### config.mk
export PLATFORM = sky130hd
export DESIGN_NAME = tour_cmd
export DESIGN_NICKNAME = d
export VERILOG_FILES = /design/src/rtl/tour_pkg.sv /design/src/rtl/tour_cmd_move_decode.sv /design/src/rtl/tour_cmd.sv
export SDC_FILE = /design/constraint.sdc
export NUM_CORES = 1
export LEC_CHECK = 0
export CORE_MARGIN = 4
export CORE_UTILIZATION = 45
export DETAILED_ROUTE_END_ITERATION = 10
export PLACE_DENSITY = 0.8
export SLEW_MARGIN = 15
export SYNTH_ARGS = -nofsm -noshare
export SYNTH_HDL_FRONTEND = slang
export SYNTH_SLANG_ARGS = --single-unit
### constraint.sdc
create_clock -name clk -period 4.65 [get_ports clk]
set_input_delay 0.6975 -clock clk [delete_from_list [all_inputs] [get_ports clk]]
set_output_delay 0.6975 -clock clk [all_outputs]
set_load 0.01 [all_outputs]
### src/rtl/tour_pkg.sv
// Shared types and constants for the knight's-tour command sequencer.
package tour_pkg;

  typedef enum logic [2:0] {
    IDLE, LOAD, DECODE, LEG1, WAIT1, LEG2, WAIT2
  } tour_state_t;

  // Headings as carried in cmd[11:4]
  localparam logic [7:0] HDG_N = 8'h00;
  localparam logic [7:0] HDG_W = 8'h3F;
  localparam logic [7:0] HDG_S = 8'h7F;
  localparam logic [7:0] HDG_E = 8'hBF;

  // Response bytes towards the UART
  localparam logic [7:0] RESP_DONE = 8'hA5;
  localparam logic [7:0] RESP_POS  = 8'h5A;
  localparam logic [7:0] RESP_ERR  = 8'hEE;

  localparam logic [3:0] MOVE_OPC_DEF = 4'b0010;
  localparam logic [3:0] FF_OPC_DEF   = 4'b0011;

  // Command word layout seen by cmd_proc
  typedef struct packed {
    logic [3:0] opc;
    logic [7:0] hdg;
    logic [3:0] len;
  } tour_cmd_t;

endpackage

### src/rtl/tour_cmd_move_decode.sv
// Splits a one-hot knight move into its 2-square and 1-square leg headings.
module move_decode
  import tour_pkg::*;
(
  input  logic [7:0] move,
  output logic [7:0] hdg1,
  output logic [7:0] hdg2,
  output logic       valid
);

  // Anything that is not exactly one-hot (including zero) is flagged invalid
  always_comb begin
    hdg1  = HDG_N;
    hdg2  = HDG_N;
    valid = 1'b1;
    case (move)
      8'h01: begin hdg1 = HDG_N; hdg2 = HDG_E; end
      8'h02: begin hdg1 = HDG_N; hdg2 = HDG_W; end
      8'h04: begin hdg1 = HDG_W; hdg2 = HDG_N; end
      8'h08: begin hdg1 = HDG_W; hdg2 = HDG_S; end
      8'h10: begin hdg1 = HDG_S; hdg2 = HDG_W; end
      8'h20: begin hdg1 = HDG_S; hdg2 = HDG_E; end
      8'h40: begin hdg1 = HDG_E; hdg2 = HDG_S; end
      8'h80: begin hdg1 = HDG_E; hdg2 = HDG_N; end
      default: valid = 1'b0;
    endcase
  end

endmodule

### src/rtl/tour_cmd.sv
// Arbitrates cmd_proc between the UART and an internal knight's-tour
// sequencer; each move becomes a 2-square leg then a 1-square fanfare leg.
module tour_cmd
  import tour_pkg::*;
#(
  parameter int         NUM_MOVES = 24,
  parameter logic [3:0] MOVE_OPC  = MOVE_OPC_DEF,
  parameter logic [3:0] FF_OPC    = FF_OPC_DEF
) (
  input  logic        clk,
  input  logic        rst,
  input  logic        tour_go,
  output logic [4:0]  mv_indx,
  input  logic [7:0]  move,
  input  logic [15:0] cmd_UART,
  input  logic        cmd_rdy_UART,
  output logic        clr_cmd_rdy_UART,
  output logic [15:0] cmd,
  output logic        cmd_rdy,
  input  logic        clr_cmd_rdy,
  input  logic        send_resp_cp,
  output logic        send_resp,
  output logic [7:0]  resp
);

  localparam logic [4:0] LAST_IDX = 5'(NUM_MOVES - 1);

  tour_state_t state;
  tour_cmd_t   cmd_r;
  logic        cmd_rdy_r;
  logic        resp_vld;
  logic [7:0]  resp_r;
  logic [7:0]  hdg2_r;
  logic        pend;   // cmd_proc finished in the same cycle it consumed
  logic [7:0]  hdg1, hdg2;
  logic        mv_ok;
  logic        idle;

  move_decode u_dec (
    .move  (move),
    .hdg1  (hdg1),
    .hdg2  (hdg2),
    .valid (mv_ok)
  );

  assign idle = (state == IDLE);

  // UART owns cmd_proc in IDLE; tour mode drives only registered values.
  // The final/abort response pulse is registered and lands in the first
  // IDLE cycle, so it is OR'd on top of the passthrough.
  assign cmd              = idle ? cmd_UART     : cmd_r;
  assign cmd_rdy          = idle ? cmd_rdy_UART : cmd_rdy_r;
  assign clr_cmd_rdy_UART = idle & clr_cmd_rdy;
  assign send_resp        = resp_vld | (idle & send_resp_cp);
  assign resp             = resp_vld ? resp_r : RESP_DONE;

  // Tour sequencer: fetch, decode, issue two legs, report per move
  always_ff @(posedge clk) begin
    if (rst) begin
      state     <= IDLE;
      mv_indx   <= '0;
      cmd_r     <= '0;
      cmd_rdy_r <= 1'b0;
      resp_vld  <= 1'b0;
      resp_r    <= RESP_DONE;
      hdg2_r    <= HDG_N;
      pend      <= 1'b0;
    end else begin
      resp_vld <= 1'b0;
      case (state)
        IDLE: if (tour_go) begin
          mv_indx <= '0;
          state   <= LOAD;
        end
        LOAD: state <= DECODE;
        DECODE: if (!mv_ok) begin
          resp_vld <= 1'b1;
          resp_r   <= RESP_ERR;
          state    <= IDLE;
        end else begin
          cmd_r     <= '{opc: MOVE_OPC, hdg: hdg1, len: 4'd2};
          hdg2_r    <= hdg2;
          cmd_rdy_r <= 1'b1;
          pend      <= 1'b0;
          state     <= LEG1;
        end
        LEG1, LEG2: if (clr_cmd_rdy) begin
          cmd_rdy_r <= 1'b0;
          pend      <= send_resp_cp;
          state     <= (state == LEG1) ? WAIT1 : WAIT2;
        end
        WAIT1: if (send_resp_cp || pend) begin
          pend      <= 1'b0;
          cmd_r     <= '{opc: FF_OPC, hdg: hdg2_r, len: 4'd1};
          cmd_rdy_r <= 1'b1;
          state     <= LEG2;
        end
        WAIT2: if (send_resp_cp || pend) begin
          pend     <= 1'b0;
          resp_vld <= 1'b1;
          if (mv_indx == LAST_IDX) begin
            resp_r <= RESP_DONE;
            state  <= IDLE;
          end else begin
            resp_r  <= RESP_POS;
            mv_indx <= mv_indx + 5'd1;
            state   <= LOAD;
          end
        end
        default: state <= IDLE;
      endcase
    end
  end

endmodule
# Word-level counts from Yosys, hierarchy flattened
# Index checks and enable logic that the tools add are counted.
[op_classes] n_addsub=1 n_eq_ne=23 muxes=36 bitwise=3 reduce_logical=23
[op_table] operator="16-bit two-way mux" count=3
[op_table] operator="8-bit case mux with 3 select lines" count=2
[op_table] operator="8-bit two-way mux" count=4
[op_table] operator="16-bit case mux with 2 select lines" count=1
[op_table] operator="3-bit case mux with 6 select lines" count=1
[op_table] operator="8-bit case mux with 2 select lines" count=1
[op_table] operator="4-bit AND reduction" count=4
[op_table] operator="2-bit OR reduction" count=8
[op_table] operator="5-bit two-way mux" count=3
[op_table] operator="2-bit inequality test (second input constant)" count=7
[op_table] operator="3-bit two-way mux" count=4
[op_table] operator="1-bit two-way mux" count=11
[op_table] operator="5-bit case mux with 2 select lines" count=1
[op_table] operator="3-bit == test (second input constant)" count=3
[op_table] operator="8-bit by 1-bit == test with 1-bit output (second input constant)" count=1
[op_table] operator="8-bit by 2-bit == test with 1-bit output (second input constant)" count=1
[op_table] operator="8-bit by 3-bit == test with 1-bit output (second input constant)" count=1
[op_table] operator="8-bit by 4-bit == test with 1-bit output (second input constant)" count=1
[op_table] operator="8-bit by 5-bit == test with 1-bit output (second input constant)" count=1
[op_table] operator="8-bit by 6-bit == test with 1-bit output (second input constant)" count=1
[op_table] operator="8-bit by 7-bit == test with 1-bit output (second input constant)" count=1
[op_table] operator="8-bit == test (second input constant)" count=1
[op_table] operator="8-bit OR reduction" count=1
[op_table] operator="3-bit by 2-bit == test with 1-bit output (second input constant)" count=2
[op_table] operator="15 further kinds" count=22
[totals] reg_bits=43 word_cells=96

# Longest topological paths before layout
# Gate-level depths: netlist of the first run.
[logic_depth] word_depth=5 depth_mapped=7

# Modules after synthesis
# Synthesis of the first run repeated with hierarchy kept, for this count alone.
[unflattened] cells_unflattened=247 hier_area_um2=1983.2
[modules_own_cells] module="tour_cmd" n_inst=1 cells_per_inst=211 area_each_um2=1751.7 seq_area_each_um2=680.7
[modules_own_cells] module="move_decode" n_inst=1 cells_per_inst=36 area_each_um2=231.5 seq_area_each_um2=0.0

# Worst setup path before layout of the first run
# OpenSTA, ideal clock, no wires.
[synth_timing] path_type="register to output" start="register state[0]" end="output cmd[10]" arrival_ns=1.359 setup_slack_ns=2.594 path_stages_with_launch=5 cell_sequence="dfxtp_1 -> buf_2 -> nor3_1 -> buf_2 -> mux2_2"
[synth_via] elab_chain_cells=2
[synth_rtl] item="start, declared" line_no="tour_cmd.sv:28" source="tour_state_t state;"
[synth_rtl] item="start signal, assigned" line_no="tour_cmd.sv:90" source="state <= (state == LEG1) ? WAIT1 : WAIT2;"
[synth_rtl] item="3-bit zero test" line_no="tour_cmd.sv:46" source="assign idle = (state == IDLE);"
[synth_rtl] item="16-bit two-way mux" line_no="tour_cmd.sv:51" source="assign cmd = idle ? cmd_UART : cmd_r;"
[synth_rtl] item="end, declared" line_no="tour_cmd.sv:18" source="output logic [15:0] cmd,"
# Every way passes these cells.

# Worst setup path after layout of the first run
[layout_timing] start="register state[0]" end="output cmd[13]"
# Same word-level chain as after synthesis.

==> reports/metrics.csv, run 1 <==
metric;value;unit
final period utilization;61.9;%
CTS HTree Levels;1;
Post-CTS Hold Fix Bufs;0;
Routed Antenna Nets;0;
Crit path buffers/inverters;2;
post-synth top area cell;dfxtp_1;
critical-path cell list;nor3_2 -> buf_4 -> mux2_2 -> clkdlybuf4s50_1;
number of synthesized register bits;24;
startpoint types;register;
Max IR drop VDD;0.139;mV
post-CTS sizing;0;
first-pass GRT wire length;6700;um
number of buffers created by CTS;3;
Starting Density;47.0;%
final hold violation count;0;
area delta synth->final;36.0;%
top-count cell post-synth;nor2_1;
cell family with most CP delay;buffers and inverters;
drt drc;0;
die area;4940;um2
# setup viols final;0;
initial drt markers;100;
Sw Pwr;0.188;mW
leakage;0.868;nW
Slew Limit Fails;0;
Die X;70.3;um
largest net degree at the start of global routing;22;
Syn Nets;244;
WL/cell;13.1;um
dpl ws;1.76;ns
final wirelength;4040;um
post-CTS setup buffers;0;
TritonRoute pass-1 iters;4;
I/O Pins;62;
Placed Area;2320;um2
Clock Sinks;24;
# diodes;0;
Vias;1679;
Slowest cell on crit path;dfxtp_1;
clock share of power;23.5;%
total gr overflow;0;
clk_lat worst skew;0.27;ns
Sequential Power Share;37.8;%
Mapped Cells;213;
vias in the first global route;1477;
worst hold path class;reg2reg;
Hold WS;0.472;ns
crit path kind;reg2out;
Max-Cap Viols;0;
Placer Congestion;0.798;
Fillers;321;
Post-synth EDFFs;0;
root buf cell;clkbuf_8;
top post-synthesis cells by area;dfxtp_1, nor2_1, mux2_2;
CTS tree;built;
most used flip-flop cell after synthesis;dfxtp_1;
crit path capture type;primary output;
fmax;348;MHz
CTS Buffer Depth;2;
TNS Setup;0;ns
register clock-pin slew on the reported worst setup and hold paths;0.09;ns
status;completed;
Slew headroom;55.7;%
Tot GR Track Use;16.0;%
Detail Placement HPWL;3080;um
# port buffers;61;
fin nets;293;
crit path DAT;2.18;ns
Post-synth top cells;nor2_1, dfxtp_1, nand2_1, nor3_1, and2_1;
CP Max Fanout;21;
Syn Std Cell Area;1750;um2
Netlist cell types;58;
switch share;30.9;%
Synth Area per Inst;8.19;um2
actual slew at the worst max-slew pin;0.664;ns
post-synth top area share;27.5;%
minimum clock period;2.88;ns
share of cells above drive strength 1;13.8;%
row count;22;
Setup Skew;0.00541;ns
Pwr Density;257;nW/um2
Warnings, synthesis;0;
worst endpoint required time;3.95;ns
Die Span Y;70.3;um
combinational share of power;38.7;%
Vias/cell;5.43;
internal power;0.421;mW
final setup margin;1.77;ns
FFs w/ async S/R, synth;0;%
RSZ-0062 raised after global routing;no;
slowest stage delay, CP;0.52;ns
initial antenna violation count;0;
Final Cell Area;2370;um2
register area share after synthesis;27.5;%
core area;3720;um2
-- routing by layer --
layer	vias to the layer above	GRT usage, %	routed length [um]
li1	850	-	-
met5	-	0	0
met1	774	20.1	1850
met4	0	5.11	66
met3	7	2.45	218
met2	48	27.7	1900
-- final cells by class --
cell class,count,area (um2),share of cell area [%]
inverters,5,18.8,0.791
flip-flops and latches,24,480,20.2
repair buffers,62,618,26.0
clock buffers,4,55.1,2.32
multi-input cells,166,1140,48.1
well taps,48,60.1,2.53
-- registers in the layout (all words and copies together), names as in the netlist --
register / flops
cmd_rdy_r: 1
state: 3
hdg2_r: 3
cmd_r: 6
resp_vld: 1
pend: 1
resp_r: 4
mv_indx: 5
-- through the flow --
step	power [mW]	std cells	util [%]
after global placement	0.469	305	62.4
after detailed placement	0.470	305	62.4
after CTS	0.612	309	63.9
after global routing	0.638	309	63.9
after floorplan	0.364	213	-
final	0.609	309	63.9
-- power groups by stage --
| stage | sequential (mW) | clock (mW) | combinational [mW] |
|---|---|---|---|
| floorplan | 0.219 | 0 | 0.145 |
| global placement | 0.235 | 0 | 0.234 |
| detailed placement | 0.235 | 0 | 0.235 |
| CTS | 0.230 | 0.144 | 0.238 |
| global route | 0.233 | 0.151 | 0.255 |
| finish | 0.230 | 0.143 | 0.236 |
-- cells by family after synthesis --
kind of cell,share of synthesized area [%]
AOI/OAI and AO/OA,21.8
xor gates and xnor gates,5.45
adders and majority gates,1.29
muxes,6.74
DFF,27.5
buffers and inverters,7.38
and+or+nand+nor,29.8
-- final timing paths --
check	from	endpoint	slack, ns	depth (start not counted)
worst max-delay path	state[0]	cmd[13]	1.77	4
worst min-delay path	resp_r[6]	resp_r[6]	0.47	1
worst max register to register	state[1]	cmd_r[9]	2.36	5
worst min register to register	resp_r[6]	resp_r[6]	0.47	1
-- placed cells by master (no fill, tap or decap), drive strengths merged, types with 6 or more instances in the layout --
master,instances
o21ai,10
nand2,17
nor3,13
a21oi,8
dfxtp,24
a21o,7
clkdlybuf4s50,61
and2,9
mux2,6
nor2,30
nand3,8
(Power assumes the default switching activity.)
==> run 2, diff against run 1 <==
--- a/config.mk
+++ b/config.mk
@@ -6,9 +6,9 @@
 export NUM_CORES = 1
 export LEC_CHECK = 0
 export CORE_MARGIN = 4
-export CORE_UTILIZATION = 45
+export CORE_UTILIZATION = 41
 export DETAILED_ROUTE_END_ITERATION = 10
-export PLACE_DENSITY = 0.8
+export PLACE_DENSITY = 0.77
 export SLEW_MARGIN = 15
 export SYNTH_ARGS = -nofsm -noshare
 export SYNTH_HDL_FRONTEND = slang
==> constraint.sdc (replaced) <==
create_clock -name clk -period 2.5 [get_ports clk]
set_input_delay 0.375 -clock clk [delete_from_list [all_inputs] [get_ports clk]]
set_output_delay 0.375 -clock clk [all_outputs]
set_load 0.01 [all_outputs]
==> run 2 against run 1 <==
Effect of this change: cell count up 3.9%; total power increased by 83%; sequential power up 76%; first-iteration DRC count fell by 42%; sequential cell count unchanged; critical endpoint is now cmd_rdy; largest power group unchanged.
==> reports/metrics.csv, run 2 (same netlist as run 1, synthesis figures left out) <==
metric;value;unit;change
post-CTS sizing;0;;unchanged
CP startpoint;state[2];;
die area;5360;um2;+8.6%
leakage;0.918;nW;+5.8%
initial antenna violation count;0;;unchanged
area delta synth->final;40.4;%;
# port buffers;61;;unchanged
Max IR drop VDD;0.162;mV;+16%
actual slew at the worst max-slew pin;0.545;ns;-0.119 ns
drt drc;0;;unchanged
CTS tree;built;;
post-CTS setup buffers;0;;unchanged
most common cell after layout, fill and taps aside;clkdlybuf4s50_1;;
fin nets;304;;+3.8%
root buf cell;clkbuf_8;;
Tot GR Track Use;16.5;%;+0.53 points
WL/cell;13.2;um;+1.4%
worst min-delay path startpoint;resp_r[6];;
clk_lat worst skew;0.27;ns;about the same
Slew headroom;63.4;%;+7.6 points
worst endpoint required time;2.12;ns;-1.83 ns
Clock Sinks;24;;unchanged
worst hold path class;reg2reg;;
Placer Congestion;0.836;;+4.7%
final design utilization;60.4;%;-3.5 points
register clock-pin slew on the reported worst setup and hold paths;0.08;ns;about the same
Routed Antenna Nets;0;;unchanged
Max-Cap Viols;0;;unchanged
Placed Instances;318;;+4.3%
Top reg by flops;cmd_r;;
total gr overflow;0;;unchanged
number of buffers created by CTS;3;;unchanged
Pwr Density;455;nW/um2;+77%
Slew Limit Fails;0;;unchanged
final hold violation count;0;;unchanged
I/O Pins;62;;unchanged
row count;23;;+4.5%
most frequent cells in the layout;clkdlybuf4s50_1, nor2_1, dfxtp_1;;
Die X;73.2;um;+4.2%
final wirelength;4250;um;+5.3%
Detail Placement HPWL;3460;um;+12%
CTS HTree Levels;1;;unchanged
minimum clock period;2.30;ns;
share of cells above drive strength 1;17.0;%;+3.2 points
Setup Skew;0.00979;ns;+0.00438 ns
Worst R2R Start;state[1];;
# setup viols final;0;;unchanged
fmax;436;MHz;
TNS Setup;0;ns;unchanged
vias in the first global route;1671;;+13%
status;completed;;
largest net degree at the start of global routing;19;;-14%
core area;4060;um2;+9.2%
Largest regs;cmd_r x6, mv_indx x5, resp_r x4;;
crit path capture type;primary output;;
RSZ-0062 raised after global routing;no;;
initial drt markers;58;;-42%
first-pass GRT wire length;7090;um;+5.9%
TritonRoute pass-1 iters;4;;unchanged
startpoint types;register;;
Vias/cell;5.31;;-2.4%
Die Span Y;73.2;um;+4.2%
Post-CTS Hold Fix Bufs;0;;unchanged
max FFs per register;6;;unchanged
non-filler cells, final;321;;+3.9%
Starting Density;43.0;%;-4.0 points
crit path DAT;1.92;ns;-0.26 ns
# diodes;0;;unchanged
crit path kind;reg2out;;
final period utilization;91.8;%;
CP Max Fanout;12;;-43%
Vias;1703;;+1.4%
CTS Buffer Depth;2;;unchanged
## run 2: cell types whose count changed in the layout (fill, tap and decap cells not counted), sizes merged
cell / previous run / this run
clkbuf: 4 / 3
buf: 1 / 12
## run 2: power breakdown
part           switching, mW  internal, mW  total, mW
clock network          0.113         0.108      0.220
registers            0.00956         0.395      0.404
logic                  0.221         0.270      0.490
total                  0.343         0.772       1.12
## run 2: path summary, 6_finish.rpt
check	cells after the start	slack (ns)	end
setup / recovery	4	0.20	cmd_rdy
hold / removal	1	0.47	resp_r[6]
setup reg to reg	7	0.50	cmd_r[10]
hold reg to reg	1	0.47	resp_r[6]
## run 2: area by class of cell
cell class / count / area [um2]
Clock buffer: 3 / 41.3
Inverter: 5 / 18.8
Multi-Input combinational cell: 166 / 1150
Sequential cell: 24 / 480
Timing Repair Buffer: 73 / 701
Tap cell: 50 / 62.6
Fill cell: 379 / 1610
## run 2: layer usage
metal,global-route usage [%],up-vias,wire length [um]
li1,-,865,-
met1,17.8,779,1800
met2,30.7,53,2030
met3,3.72,6,353
met4,6.35,0,64
met5,0,-,0
## run 2: critical path, cell delays in order (launching register included)
cell	delay, ns
dfxtp_1	0.33
nor3_4	0.29
buf_4	0.23
mux2_2	0.34
clkdlybuf4s50_1	0.48
## run 2: through the flow
step	hold slack [ns]	cell area (um2)	power [mW]	worst slack, ns
2_1_floorplan	0.432	1750	0.677	0.766
3_3_place_gp	0.449	2400	0.897	0.141
3_5_place_dp	0.455	2400	0.903	0.0883
4_1_cts	0.475	2440	1.12	0.0894
5_1_grt	0.507	2450	1.18	0.0706
6_report	0.467	2450	1.12	0.204
==> run 3, diff against run 2 <==
--- a/config.mk
+++ b/config.mk
@@ -5,6 +5,7 @@
 export SDC_FILE = /design/constraint.sdc
 export NUM_CORES = 1
 export LEC_CHECK = 0
+export CAP_MARGIN = 20
 export CORE_MARGIN = 4
 export CORE_UTILIZATION = 41
 export DETAILED_ROUTE_END_ITERATION = 10
==> results of run 3 <==
Same layout as run 2: the final DEF is identical, and so are final timing and power.
